===== src/rtl/snoopy_bus_ctrl.sv =====
// rtl/snoopy_bus_ctrl.sv - snoop bus controller: round-robin grant, snoop broadcast, response collection with timeout
module snoopy_bus_ctrl #(
    parameter int NCORES = 2,
    parameter int AW     = 32,
    parameter int DW     = 32,
    parameter int TMO    = 15
) (
    input  logic                       clk,
    input  logic                       rst,
    input  logic [NCORES-1:0]          req_valid,
    input  logic [NCORES-1:0]          req_wnr,
    input  logic [NCORES*AW-1:0]       req_addr,
    output logic                       snoop_valid,
    output logic                       snoop_wnr,
    output logic [AW-1:0]              snoop_addr,
    output logic [$clog2(NCORES)-1:0]  snoop_src,
    input  logic [NCORES-1:0]          snp_done,
    input  logic [NCORES-1:0]          snp_hit,
    input  logic [NCORES*DW-1:0]       snp_data,
    output logic [NCORES-1:0]          rsp_valid,
    output logic                       rsp_hit,
    output logic [DW-1:0]              rsp_data,
    output logic                       rsp_err
);
    localparam int SW = $clog2(NCORES);

    typedef enum logic [1:0] {IDLE, BCAST, RESP} state_t;

    state_t        state_q, state_d;
    logic [SW-1:0] rr_q, rr_d;
    logic [SW-1:0] src_q, src_d;
    logic          wnr_q, wnr_d;
    logic [AW-1:0] addr_q, addr_d;
    logic [7:0]    cnt_q, cnt_d;
    logic          hit_q, hit_d;
    logic [DW-1:0] data_q, data_d;
    logic          err_q, err_d;

    logic [SW-1:0]     grant;
    logic              found;
    logic [NCORES-1:0] src_oh;
    logic [NCORES-1:0] peer_hit;
    logic [DW-1:0]     peer_data;
    logic              complete;
    logic              timeout;
    logic [SW-1:0]     next_rr;

    always_comb begin
        grant = rr_q;
        found = 1'b0;
        for (int k = 0; k < NCORES; k++) begin
            if (!found && req_valid[(int'(rr_q) + k) % NCORES]) begin
                found = 1'b1;
                grant = SW'((int'(rr_q) + k) % NCORES);
            end
        end
    end

    always_comb begin
        src_oh         = '0;
        src_oh[src_q]  = 1'b1;
        peer_hit       = snp_hit & snp_done & ~src_oh;
        peer_data      = '0;
        for (int i = NCORES - 1; i >= 0; i--) begin
            if (peer_hit[i]) begin
                peer_data = snp_data[i*DW +: DW];
            end
        end
        // Done levels are not trusted in the first broadcast cycle: caches need a cycle to see the snoop.
        complete = (&(snp_done | src_oh)) && (cnt_q != 8'd0);
        timeout  = (cnt_q == 8'(TMO - 1));
        next_rr  = (src_q == SW'(NCORES - 1)) ? '0 : src_q + SW'(1);
    end

    always_comb begin
        state_d = state_q;
        rr_d    = rr_q;
        src_d   = src_q;
        wnr_d   = wnr_q;
        addr_d  = addr_q;
        cnt_d   = cnt_q;
        hit_d   = hit_q;
        data_d  = data_q;
        err_d   = err_q;
        case (state_q)
            IDLE: begin
                if (|req_valid) begin
                    state_d = BCAST;
                    src_d   = grant;
                    wnr_d   = req_wnr[grant];
                    addr_d  = req_addr[int'(grant)*AW +: AW];
                    cnt_d   = '0;
                end
            end
            BCAST: begin
                cnt_d = cnt_q + 8'd1;
                if (complete) begin
                    state_d = RESP;
                    rr_d    = next_rr;
                    hit_d   = |peer_hit;
                    data_d  = wnr_q ? '0 : peer_data;
                    err_d   = 1'b0;
                end else if (timeout) begin
                    state_d = RESP;
                    rr_d    = next_rr;
                    hit_d   = 1'b0;
                    data_d  = '0;
                    err_d   = 1'b1;
                end
            end
            RESP: begin
                state_d = IDLE;
                cnt_d   = '0;
            end
            default: state_d = IDLE;
        endcase
    end

    always_ff @(posedge clk or posedge rst) begin
        if (rst) begin
            state_q <= IDLE;
            rr_q    <= '0;
            src_q   <= '0;
            wnr_q   <= 1'b0;
            addr_q  <= '0;
            cnt_q   <= '0;
            hit_q   <= 1'b0;
            data_q  <= '0;
            err_q   <= 1'b0;
        end else begin
            state_q <= state_d;
            rr_q    <= rr_d;
            src_q   <= src_d;
            wnr_q   <= wnr_d;
            addr_q  <= addr_d;
            cnt_q   <= cnt_d;
            hit_q   <= hit_d;
            data_q  <= data_d;
            err_q   <= err_d;
        end
    end

    assign snoop_valid = (state_q == BCAST);
    assign snoop_wnr   = wnr_q;
    assign snoop_addr  = addr_q;
    assign snoop_src   = src_q;
    assign rsp_valid   = (state_q == RESP) ? src_oh : '0;
    assign rsp_hit     = hit_q;
    assign rsp_data    = data_q;
    assign rsp_err     = err_q;

endmodule


===== config.mk =====
export PLATFORM = sky130hd
export DESIGN_NAME = snoopy_bus_ctrl
export DESIGN_NICKNAME = d
export VERILOG_FILES = /design/src/rtl/snoopy_bus_ctrl.sv
export SDC_FILE = /design/constraint.sdc
export NUM_CORES = 1
export LEC_CHECK = 0
export ABC_AREA = 1
export CORE_MARGIN = 4
export CORE_UTILIZATION = 45
export DETAILED_ROUTE_END_ITERATION = 12
export PLACE_DENSITY = 0.89
export SLEW_MARGIN = 20
export SYNTH_ARGS = -nofsm -noshare
export SYNTH_HDL_FRONTEND = slang
export SYNTH_SLANG_ARGS = --single-unit
export TNS_END_PERCENT = 5

===== constraint.sdc =====
create_clock -name clk -period 5 [get_ports clk]
set_input_delay 1 -clock clk [delete_from_list [all_inputs] [get_ports clk]]
set_output_delay 1 -clock clk [all_outputs]
set_load 0.03 [all_outputs]

=== Yosys cells after proc, flatten, opt, wreduce, memory -nomap -nowiden ===
Index checks and enable logic that the tools add are counted.

* Register bits: 79
* Bits of input ports: 138
* Output and inout port bits: 71
* Logic and storage cells: 73

* Add/subtract/negate cells: 3
* Order comparisons: 5
* Equal/unequal tests: 5
* Shift-type cells: 1
* Mux-type cells: 30
* Bitwise logic cells: 5
* Reductions and logical operators: 15

{| class="wikitable"
|+ Operators with widths
! kind !! number
|-
| $mux 32 || 5
|-
| $shiftx 64x7->32 || 1
|-
| $pmux 8 s3 || 1
|-
| $mux 1 || 17
|-
| $reduce_and 2->1 || 5
|-
| $add 8x1->8 const B || 1
|-
| $eq 8x4->1 const B || 1
|-
| $mux 2 || 4
|-
| $mux 8 || 1
|-
| $reduce_bool 8->1 || 1
|-
| $lt 1x2->1 const B || 3
|-
| $and 2x2->2 || 2
|-
| $pmux 2 s2 || 1
|-
| $reduce_or 2->1 || 2
|-
| $logic_and 1x1->1 || 3
|-
| $lt 2x3->1 const B || 1
|-
| $ne 3x1->1 const B || 1
|-
| $reduce_bool 3->1 || 1
|-
| $add 1x1->1 const B || 2
|-
| $eq 2x1->1 const B || 1
|-
| $eq 2x2->1 const B || 1
|-
| $logic_not 2->1 || 1
|-
| $ne 2x2->1 const B || 1
|-
| $not 2->2 || 1
|-
| other kinds (6) || 6
|}

=== Depth between registers and ports, before layout ===
* Word-level depth: 10
* Depth in mapped cells: 10
* Depth with buffers taken out: 9

=== Worst setup path before layout ===
Ideal clock, no wire load.

* Path type: reg2out
* Start point: reg src_q, in the netlist snoop_src
* End point: out rsp_valid[1]
* Arrival: 1.403 ns
* Data required time: 4.000 ns
* Path slack: 2.597 ns
* Stages on the path, launching flop included: 5
* Buffers on the path: 2
* Path through: dfrtp_1 > buf_4 > inv_2 > clkbuf_1 > nor2_1

* Cells in the longest elaborated chain, start to end: 5

{| class="wikitable"
|+ RTL lines
! item !! RTL line !! text
|-
| from (decl) || 31 || <nowiki>logic [SW-1:0] src_q, src_d;</nowiki>
|-
| from (signal assigned) || 133 || <nowiki>src_q <= src_d;</nowiki>
|-
| $lt 1x2->1 (not written as such) / $ge 1x1->1 (equally long branches) || 61 || <nowiki>src_oh[src_q] = 1'b1;</nowiki>
|-
| $logic_and 1x1->1 (not written as such) || 61 ||
|-
| $mux 1 (not written as such) || 61 ||
|-
| $demux 1 s1 (*) || 61 ||
|-
| $mux 2 (*) || 147 || <nowiki>assign rsp_valid = (state_q == RESP) ? src_oh : '0;</nowiki>
|-
| to (decl) || 20 || <nowiki>output logic [NCORES-1:0] rsp_valid,</nowiki>
|}

Every way passes the cells marked *; elsewhere a longest branch is shown, timed or not.

=== Final worst setup path ===
* Start point: reg state_q[1]
* End point: out snoop_valid

* Cells in the longest elaborated chain, start to end: 1

{| class="wikitable"
|+ RTL lines
! item !! RTL line !! text
|-
| from (decl) || 29 || <nowiki>state_t state_q, state_d;</nowiki>
|-
| from (signal assigned) || 131 || <nowiki>state_q <= state_d;</nowiki>
|-
| $eq 2x1->1 || 143 || <nowiki>assign snoop_valid = (state_q == BCAST);</nowiki>
|-
| to (decl) || 13 || <nowiki>output logic snoop_valid,</nowiki>
|}

Every way passes these cells.

==> impl_results.md <==
* H-tree lvl count at 3
* # diodes at 0
* Worst Setup Path Type: flop to output port
* Pleak at ~3.3 nW
* Final hold violation count at 0
* Average vias per placed instance at ~5.3
* Worst Path Max Fanout at slightly above 40
* Area of the mapped netlist at 4500 µm²
* Maximum operating frequency at 294 MHz
* CTS tree: built
* Die Area at about 12000 µm²
* Worst hold path type: flop to flop
* Syn_nets at 783
* Setup ws final at 1.59 ns
* RD Place Congestion at ~0.83
* # placed instances at 936
* Met2 usage at between 40% and 50%
* Starting DRC count in detailed routing at 402
* Final cell count without fillers at about 950
* Initial Util at 46.0%
* Cts-stage hold buffer count at 0
* Final min period at between 3 and 4 ns
* Drt total wl at 15200 µm
* Hpwl dp at between 10000 and 15000 µm
* Synth Instances at about 640
* PortBufs at 208
* Crit path largest cell delay at 0.81 ns
* Rel. slew slack at between 30% and 40%
* Pre-CTS setup slack at between 1.5 and 2 ns
* First-pass GRT wire length at 23400 µm
* # clock sinks at a little under 80
* IR drop worst, VDD at 0.000323 V
* Post-synth cell types at 22
* Worst Max-Slew Pin Slew at 0.957 ns
* Core Region at 9770 µm²
* Area grow syn2layout at 50.7%
* Num rows at 36
* DRC viols at 0
* Placed cell areas at around 6600 µm²
* TNS Setup at 0 ns
* Worst path required time at 4.00 ns
* Most frequent cells in the layout: nand2_1 (225), clkdlybuf4s50_1 (206), dfrtp_1 (79)
* CTS buffer count at 9
* FF+latch count, synth at 79
* TritonRoute pass-1 iters at 5
* Global route total overflow at 0
* Status: completed
* Via count at 5025
* Ys Warns at 0
* Final Skew at 0.0113 ns
* CTS Buffer Depth at 2
* Worst path top cell family by delay: buffers and inverters
* Unrepaired setup endpoints after global routing: no
* Post-DR wirelength/cell at 16.0 µm
* Post-synthesis sequential area ratio at between 40 and 50%
* PwrDens at 510 nW/µm²
* CP Cell Sequence: inv_1, nand2_1, inv_2, clkdlybuf4s50_1
* Buf/Inv on CP at 3
* Commonest non-fill, non-tap cell in the layout: nand2_1
* Max_cap viols at 0
* Met1 usage at 29.2%
* Critical path arrival at 2.41 ns
* CP max stage cell: clkdlybuf4s50_1
* Cts repair resizes at 0
* Final period utilization at 68.1%
* Clock-pin transition on the worst setup and hold timing paths at 0.07 ns
* GRT Total Usage at 25.3%
* # Post-CTS Setup Buffers at 0
* Post-route cell area at 6780 µm²
* Pin count of the biggest net entering global routing at 68
* Final setup violation count at 0
* Final slew viol count at 0
* Fraction of layout cells with a size suffix above 1 at 3.66%
* Initial antenna violation count at 2
* Root Buffer: clkbuf_8
* Die Height at 108 µm
* Met3 Resource Use GR at 9.79%
* Crit end category: output port
* Crit path launch type: flop
* Nets@finish at 955
* GRT Max-Usage Layer: met2
* Syn Area/Cell at 7.00 µm²
* Antenna-violating nets left at 0
* Worst skew pair latency at 0.36 ns
* Vias in the first global route at 4995
* Chip width at 108 µm
* I/O pin count at 209
-- registers in the layout (all words and copies together) (netlist names), 2 cells and up --
name	flops
state_q	2
snoop_addr	32
rsp_data	32
cnt_q	8
-- cell families (layout without fill, tap and decap cells) --
family          Yosys count  after routing  share of synthesized area, %
compound gates           84             84                          9.68
xor+xnor                  1              1                         0.195
fa+ha+maj                 3              3                         0.835
buf+inv                  99            276                          8.90
flops                    79             79                          44.0
simple gates            376            376                          36.4
-- layer usage --
| metal | wire length (µm) | up-vias | share of wire, % |
|---|---|---|---|
| li1 | - | 2439 | - |
| met1 | 5950 | 2281 | 39 |
| met2 | 6970 | 270 | 46 |
| met3 | 1900 | 33 | 13 |
| met4 | 364 | 2 | 2.4 |
| met5 | 19 | - | 0.12 |
-- area by class of cell --
class | count | area, µm²
Fill cell | 768 | 3000
Tap cell | 133 | 166
Multi-Input combinational cell | 464 | 2130
Sequential cell | 79 | 1980
Inverter | 46 | 174
Timing Repair Buffer | 214 | 2120
Clock inverter | 6 | 85.1
Clock buffer | 10 | 128
-- worst min-delay path, delay by kind of cell (launching register included) --
kind	cells	cell delay (ns)
simple gates	2	0.10
flops	1	0.35
-- synthesized netlist by cell type --
cell,instances,area [µm²]
inv_1,43,161
nand2_1,225,845
xor2_1,1,8.76
clkinv_1,2,7.51
buf_4,4,30.0
o21ai_0,41,205
o21a_1,1,7.51
o21ai_4,1,16.3
buf_2,11,55.1
clkbuf_1,35,131
dfrtp_1,79,1980
ha_1,3,37.5
nand4_1,64,400
buf_1,3,11.3
o22ai_1,1,6.26
a21oi_1,39,195
nor3_1,2,10.0
nand2_4,2,22.5
inv_2,1,3.75
nand3_1,39,195
nor2_1,44,165
o21ai_1,1,5.00
-- power by group --
part | switching [mW] | internal (mW) | leakage, nW
logic | 1.27 | 0.665 | 2.12
registers | 0.145 | 0.859 | 1.03
clock network | 0.235 | 0.279 | 0.102
total | 1.65 | 1.80 | 3.26
-- through the flow --
stage	utilization (%)	power (mW)	hold WS, ns
after floorplan	-	2.22	0.466
after global placement	67.3	2.89	0.462
after detailed placement	67.3	2.95	0.464
after CTS	69.4	3.49	0.485
after global routing	69.3	3.68	0.505
final	69.3	3.46	0.480
-- path summary, 6_finish.rpt --
kind | cells past startpoint | startpoint | slack, ns | endpoint
max | 4 | state_q[1]$_DFFE_PP0P_ | 1.59 | snoop_valid
min | 2 | rsp_err$_DFFE_PP0P_ | 0.48 | rsp_err$_DFFE_PP0P_
max reg2reg | 8 | cnt_q[0]$_DFFE_PP0P_ | 2.24 | rsp_data[14]$_DFFE_PP0P_
min reg2reg | 2 | rsp_err$_DFFE_PP0P_ | 0.48 | rsp_err$_DFFE_PP0P_
max in group asynchronous | 3 | rst | 2.96 | snoop_addr[4]$_DFFE_PP0P_
min in group asynchronous | 2 | rst | 1.14 | rsp_data[11]$_DFFE_PP0P_
Power figures use the tool's default switching activity.
